==> config.mk <==
export PLATFORM = sky130hd
export DESIGN_NAME = pc_redirect_unit_flat
export DESIGN_NICKNAME = d
export VERILOG_FILES = /design/src/rtl/pc_redirect_unit_if.sv /design/src/rtl/pc_redirect_unit.sv /design/src/flat_wrapper.sv
export SDC_FILE = /design/constraint.sdc
export NUM_CORES = 1
export LEC_CHECK = 0
export ABC_AREA = 1
export ABC_CLOCK_PERIOD_IN_PS = 2500
export CAP_MARGIN = 10
export CORE_AREA = 2 2 147 149
export DETAILED_ROUTE_END_ITERATION = 6
export DIE_AREA = 0 0 149 151
export HOLD_SLACK_MARGIN = 0.1
export PLACE_DENSITY = 0.56
export SYNTH_ARGS = -nofsm -noshare
export SYNTH_HDL_FRONTEND = slang
export SYNTH_SLANG_ARGS = --single-unit
==> constraint.sdc <==
create_clock -name clk -period 2.5 [get_ports clk]
set_clock_uncertainty 0.05 [all_clocks]
set_input_delay 0.375 -clock clk [delete_from_list [all_inputs] [get_ports clk]]
set_output_delay 0.375 -clock clk [all_outputs]
set_load 0.01 [all_outputs]
==> src/rtl/pc_redirect_unit_if.sv <==
// Request/response bundle between the pipeline control and the PC redirect unit.
// The master side raises stalls and redirect requests. The slave side is the
// PC unit, which returns the fetch address, the resolution-stage link value and
// the flush/misalign strobes.
interface pc_redirect_unit_if #(
    parameter int WIDTH = 32
);
    logic             stall;
    logic             redirect_valid;
    logic             redirect_mode;
    logic [WIDTH-1:0] redirect_addr;
    logic [WIDTH-1:0] pc;
    logic [WIDTH-1:0] pc_res;
    logic             res_valid;
    logic             flush;
    logic             misalign;

    modport master (
        output stall, redirect_valid, redirect_mode, redirect_addr,
        input  pc, pc_res, res_valid, flush, misalign
    );

    modport slave (
        input  stall, redirect_valid, redirect_mode, redirect_addr,
        output pc, pc_res, res_valid, flush, misalign
    );
endinterface

==> src/rtl/pc_redirect_unit.sv <==
// Program-counter unit for the five-stage pipeline.
// It produces the fetch PC and carries each instruction's link value (PC+INC)
// and valid bit down to RES_STAGE. A redirect that arrives from a valid
// instruction in that stage is taken two edges later. The one wrong-path fetch
// in between is marked invalid.
module pc_redirect_unit #(
    parameter int               WIDTH     = 32,
    parameter logic [WIDTH-1:0] RESET_PC  = '0,
    parameter int               RES_STAGE = 3,
    parameter int               INC       = 4
) (
    input  logic                 clk,
    input  logic                 rst_n,
    pc_redirect_unit_if.slave    bus
);
    localparam int               DEPTH    = RES_STAGE - 1;
    localparam logic [WIDTH-1:0] INC_W    = WIDTH'(INC);
    localparam logic [WIDTH-1:0] LOW_MASK = WIDTH'(INC - 1);

    logic [WIDTH-1:0] pc_q, pc_d;
    logic [WIDTH-1:0] target_q, target_d;
    logic             pend_q, pend_d;
    logic             mis_q, mis_d;
    logic [WIDTH-1:0] lnk_q [DEPTH];
    logic [WIDTH-1:0] lnk_d [DEPTH];
    logic [DEPTH-1:0] vld_q, vld_d;

    logic             accept;
    logic             flush_w;
    logic [WIDTH-1:0] raw_target;

    // Next-state logic: accept a redirect, advance the fetch PC and shift the link/valid pipeline
    always_comb begin
        pc_d       = pc_q;
        target_d   = target_q;
        pend_d     = pend_q;
        mis_d      = mis_q;
        lnk_d      = lnk_q;
        vld_d      = vld_q;
        accept     = bus.redirect_valid & vld_q[DEPTH-1] & ~pend_q & ~bus.stall;
        raw_target = bus.redirect_mode ? bus.redirect_addr
                                       : (lnk_q[DEPTH-1] + bus.redirect_addr);

        if (!bus.stall) begin
            lnk_d[0] = pc_q + INC_W;
            vld_d[0] = ~pend_q & ~accept;
            for (int k = 1; k < DEPTH; k++) begin
                lnk_d[k] = lnk_q[k-1];
                vld_d[k] = vld_q[k-1] & ~accept;
            end

            if (pend_q) begin
                pc_d   = target_q;
                pend_d = 1'b0;
            end else begin
                pc_d = pc_q + INC_W;
            end

            if (accept) begin
                pend_d   = 1'b1;
                target_d = raw_target & ~LOW_MASK;
                mis_d    = |(raw_target & LOW_MASK);
            end
        end
    end

    // State registers; reset discards any pending redirect
    always_ff @(posedge clk or negedge rst_n) begin
        if (!rst_n) begin
            pc_q     <= RESET_PC;
            target_q <= '0;
            pend_q   <= 1'b0;
            mis_q    <= 1'b0;
            vld_q    <= '0;
            for (int k = 0; k < DEPTH; k++) begin
                lnk_q[k] <= '0;
            end
        end else begin
            pc_q     <= pc_d;
            target_q <= target_d;
            pend_q   <= pend_d;
            mis_q    <= mis_d;
            vld_q    <= vld_d;
            for (int k = 0; k < DEPTH; k++) begin
                lnk_q[k] <= lnk_d[k];
            end
        end
    end

    assign flush_w       = pend_q & ~bus.stall;
    assign bus.flush     = flush_w;
    assign bus.misalign  = flush_w & mis_q;
    assign bus.pc        = pc_q;
    assign bus.pc_res    = lnk_q[DEPTH-1];
    assign bus.res_valid = vld_q[DEPTH-1];
endmodule

==> src/flat_wrapper.sv <==
// flat-port wrapper written by rule: the top's interface ports become plain ports
module pc_redirect_unit_flat 
#(
    parameter int               WIDTH     = 32,
    parameter logic [WIDTH-1:0] RESET_PC  = '0,
    parameter int               RES_STAGE = 3,
    parameter int               INC       = 4
)
  (clk, rst_n, bus_stall, bus_redirect_valid, bus_redirect_mode, bus_redirect_addr, bus_pc, bus_pc_res, bus_res_valid, bus_flush, bus_misalign);
  pc_redirect_unit_if #(.WIDTH(WIDTH)) bus_i ();
  input  logic clk;
  input  logic rst_n;
  input wire logic [$bits(bus_i.stall)-1:0] bus_stall;
  input wire logic [$bits(bus_i.redirect_valid)-1:0] bus_redirect_valid;
  input wire logic [$bits(bus_i.redirect_mode)-1:0] bus_redirect_mode;
  input wire logic [$bits(bus_i.redirect_addr)-1:0] bus_redirect_addr;
  output wire logic [$bits(bus_i.pc)-1:0] bus_pc;
  output wire logic [$bits(bus_i.pc_res)-1:0] bus_pc_res;
  output wire logic [$bits(bus_i.res_valid)-1:0] bus_res_valid;
  output wire logic [$bits(bus_i.flush)-1:0] bus_flush;
  output wire logic [$bits(bus_i.misalign)-1:0] bus_misalign;
  assign bus_i.stall = bus_stall;
  assign bus_i.redirect_valid = bus_redirect_valid;
  assign bus_i.redirect_mode = bus_redirect_mode;
  assign bus_i.redirect_addr = bus_redirect_addr;
  assign bus_pc = bus_i.pc;
  assign bus_pc_res = bus_i.pc_res;
  assign bus_res_valid = bus_i.res_valid;
  assign bus_flush = bus_i.flush;
  assign bus_misalign = bus_i.misalign;
  pc_redirect_unit #(.WIDTH(WIDTH), .RESET_PC(RESET_PC), .RES_STAGE(RES_STAGE), .INC(INC)) u_core (.clk(clk), .rst_n(rst_n), .bus(bus_i));
endmodule
==> flow_summary_export.csv <==
group,metric,value,unit
final_layout,antenna_cells,0,
final_layout,fin_cells,1588,
sta,finalSetupViolCount,0,
final_layout,nets,1368,
logic_synthesis,ys_warn_count,0,
clocking,cts_made_buffers,17,
placed_design,hpwl,19.9,mm
drt,ant_nets,0,
sta,period_share,91.4,%
logic_synthesis,async_reset_ff_share,100,%
sta,drv_slew,0,
worst_setup_path,cp.required,2.08,ns
final_layout,syn2layout_area_growth,22.3,%
hold_path,hold_path.class,"register to register",
worst_setup_path,worstSetupEndpointType,"output pin",
worst_setup_path,start_kind,"register",
drt,vias,7698,
clocking,postCtsHoldBufs,1,
status,status,"finished clean",
sta,max_slew.worst_pin.slew,0.799,ns
sta,timing_hold_violations_final,0,
drt,avgViaCountPerCell,4.85,
placed_design,gp_congestion,0.903,
grt,antenna_found_initial,0,
logic_synthesis,netlist_area,8210,µm²
grt,grt_pass1_wl,39.4,mm
grt,grt_start_max_net_pins,62,
worst_setup_path,r2r_cells,12,
drt,routed_wl,25.6,mm
final_layout,post-route-util,48.2,%
logic_synthesis,ys_types,39,
floorplanning,start_util,39.4,%
hold_path,whs_path_depth,2,
logic_synthesis,synth_cells,1211,
logic_synthesis,synth_seq_cells,124,
floorplanning,core,20800,µm²
final_layout,drive_gt1_share,6.25,%
sta,rsz0062_at_grt,"false",
drt,wire_per_inst,16.1,µm
logic_synthesis,yosysMostFrequentCell,"nand2_1",
logic_synthesis,synth_seq_area_share,37.8,%
grt,grt.total_usage,23.2,%
floorplanning,io_pins,104,
clocking,cts.htree.levels,4,
logic_synthesis,synth-edff-count,0,
clocking,cts_buffer_depth,2,
power,total_power,10600,µW
placed_design,placed_cells,1556,
run,drv_cap,0,
worst_setup_path,cp.arrival,1.86,ns
clocking,worstSkewPairLatency,0.42,ns
drt,first_pass_iters,6,
floorplanning,core.rowCount,53,
floorplanning,die-area,22500,µm²
sta,period_minus_slack,2.29,ns
logic_synthesis,yosys.area.top_type,"dfrtp_1",
drt,drc_errors,0,
sta,max_freq,438,MHz
sta,fin_ws,0.214,ns
clocking,cts.clk_slew.worst_paths,0.06,ns
clocking,post-cts-setup-buffers,0,
logic_synthesis,syn_avg_cell_area,6.78,µm²
logic_synthesis,synth_area_leaders,"dfrtp_1 38%, nand2_1 20%, inv_1 7.8%",
placed_design,numPortBuffers,99,
logic_synthesis,netlist.area_leader.share,37.8,%
grt,grt_pass1_vias,7161,
clocking,root_buffer,"clkbuf_16",
floorplanning,die_h,151,µm
placed_design,dp_slack,-0.110,ns
logic_synthesis,synth_flop_cell,"dfrtp_1",
worst_setup_path,crit_fanout,4,
worst_setup_path,setup.worst_path.class,"register to output pin",
clocking,ctsResizeCount,0,
clocking,cts_tree,"built",
drt,initialDrtViolationCount,476,
sta,fin_setup_tns,0,ns
power,p_leak,0.00513,µW
logic_synthesis,synth_commonest_cells,"433 x nand2_1, 170 x inv_1, 124 x dfrtp_1",
sta,slew_headroom,46.6,%
floorplanning,die_w,149,µm
grt,overflow,0,
power,p_per_area,1050,nW/µm²
clocking,clkSinkCount,124,
power,peakVddDrop,0.497,mV
logic make-up after synthesis:
kind of cell	share of synthesized area, %
AND/OR/NAND/NOR	31.4
adder cells (fa/ha/maj)	4.57
buffers and inverters	12.6
XOR/XNOR	3.20
other	0.0457
flip-flops	37.8
AO/OA/AOI/OAI	10.5
placed cells by master (no fill, tap or decap), types with 3 or more instances in the layout:
| cell type | instances |
|---|---|
| ha_1 | 30 |
| clkinv_2 | 4 |
| buf_12 | 4 |
| xnor2_1 | 5 |
| inv_1 | 169 |
| a22oi_1 | 4 |
| xor2_1 | 25 |
| a21o_1 | 4 |
| o22ai_1 | 6 |
| o21bai_1 | 5 |
| nand3_1 | 62 |
| nand4_1 | 13 |
| clkinvlp_4 | 4 |
| dfrtp_1 | 124 |
| conb_1 | 4 |
| a21oi_1 | 31 |
| nor4_1 | 4 |
| buf_4 | 33 |
| nor3_1 | 8 |
| clkdlybuf4s50_1 | 97 |
| nand2_1 | 433 |
| nor2_1 | 104 |
| o211ai_1 | 9 |
| o21ai_0 | 74 |
| o221ai_1 | 10 |
| clkbuf_16 | 17 |
| inv_2 | 3 |
layer usage:
layer / wire length [µm] / global-route usage (%) / vias to the layer above / share of wire, %
met5: 0 / 0 / - / 0
met4: 464 / 6.71 / 0 / 1.8
met3: 1050 / 3.46 / 28 / 4.1
met2: 11000 / 35.1 / 184 / 43
met1: 13100 / 34.5 / 3525 / 51
li1: - / - / 3961 / -
critical path, stage by stage (launching register included):
cell and delay (ns):
dfrtp_1 0.35, inv_1 0.06, nor2_2 0.27, inv_1 0.12, nor2_1 0.10, clkdlybuf4s50_1 0.53
flip-flops by register name, summed over array words and instances (netlist names):
signal             count
u_core.vld_q           2
u_core.mis_q           1
u_core.bus.pc_res     30
u_core.pend_q          1
u_core.target_q       30
u_core.lnk_q          30
u_core.bus.pc         30
stage by stage:
stage	area, µm²	hold WS (ns)
5_1_grt	10000	0.452
2_1_floorplan	8220	0.0294
3_5_place_dp	9490	0.351
4_1_cts	10000	0.427
3_3_place_gp	9490	0.353
6_report	10000	0.422
final timing paths:
path / slack [ns] / start / end
max in group asynchronous: 1.23 / rst_n / u_core.bus.pc_res[17]$_DFFE_PN0N_
max: 0.21 / u_core.pend_q$_DFFE_PN0N_ / bus_misalign
min: 0.42 / u_core.lnk_q[36]$_DFFE_PN0N_ / u_core.bus.pc_res[4]$_DFFE_PN0N_
min in group asynchronous: 0.44 / rst_n / u_core.bus.pc[6]$_DFFE_PN0N_
max reg2reg: 0.26 / u_core.bus.pc_res[12]$_DFFE_PN0N_ / u_core.target_q[22]$_DFFE_PN0P_
min reg2reg: 0.42 / u_core.lnk_q[36]$_DFFE_PN0N_ / u_core.bus.pc_res[4]$_DFFE_PN0N_
where the power goes:
group / switching (µW) / internal (µW) / total, µW
registers: 832 / 2830 / 3660
clock network: 917 / 1380 / 2300
logic: 2640 / 1970 / 4600
cell type report:
cell class                      count  area [µm²]
Clock buffer                       20         447
Clock inverter                     11        97.6
Fill cell                        2174       10800
Inverter                          172         646
Multi-Input combinational cell    850        4090
Sequential cell                   124        3100
Tap cell                          275         344
Timing Repair Buffer              136        1310
No activity file was read; power rests on OpenSTA's default activity.
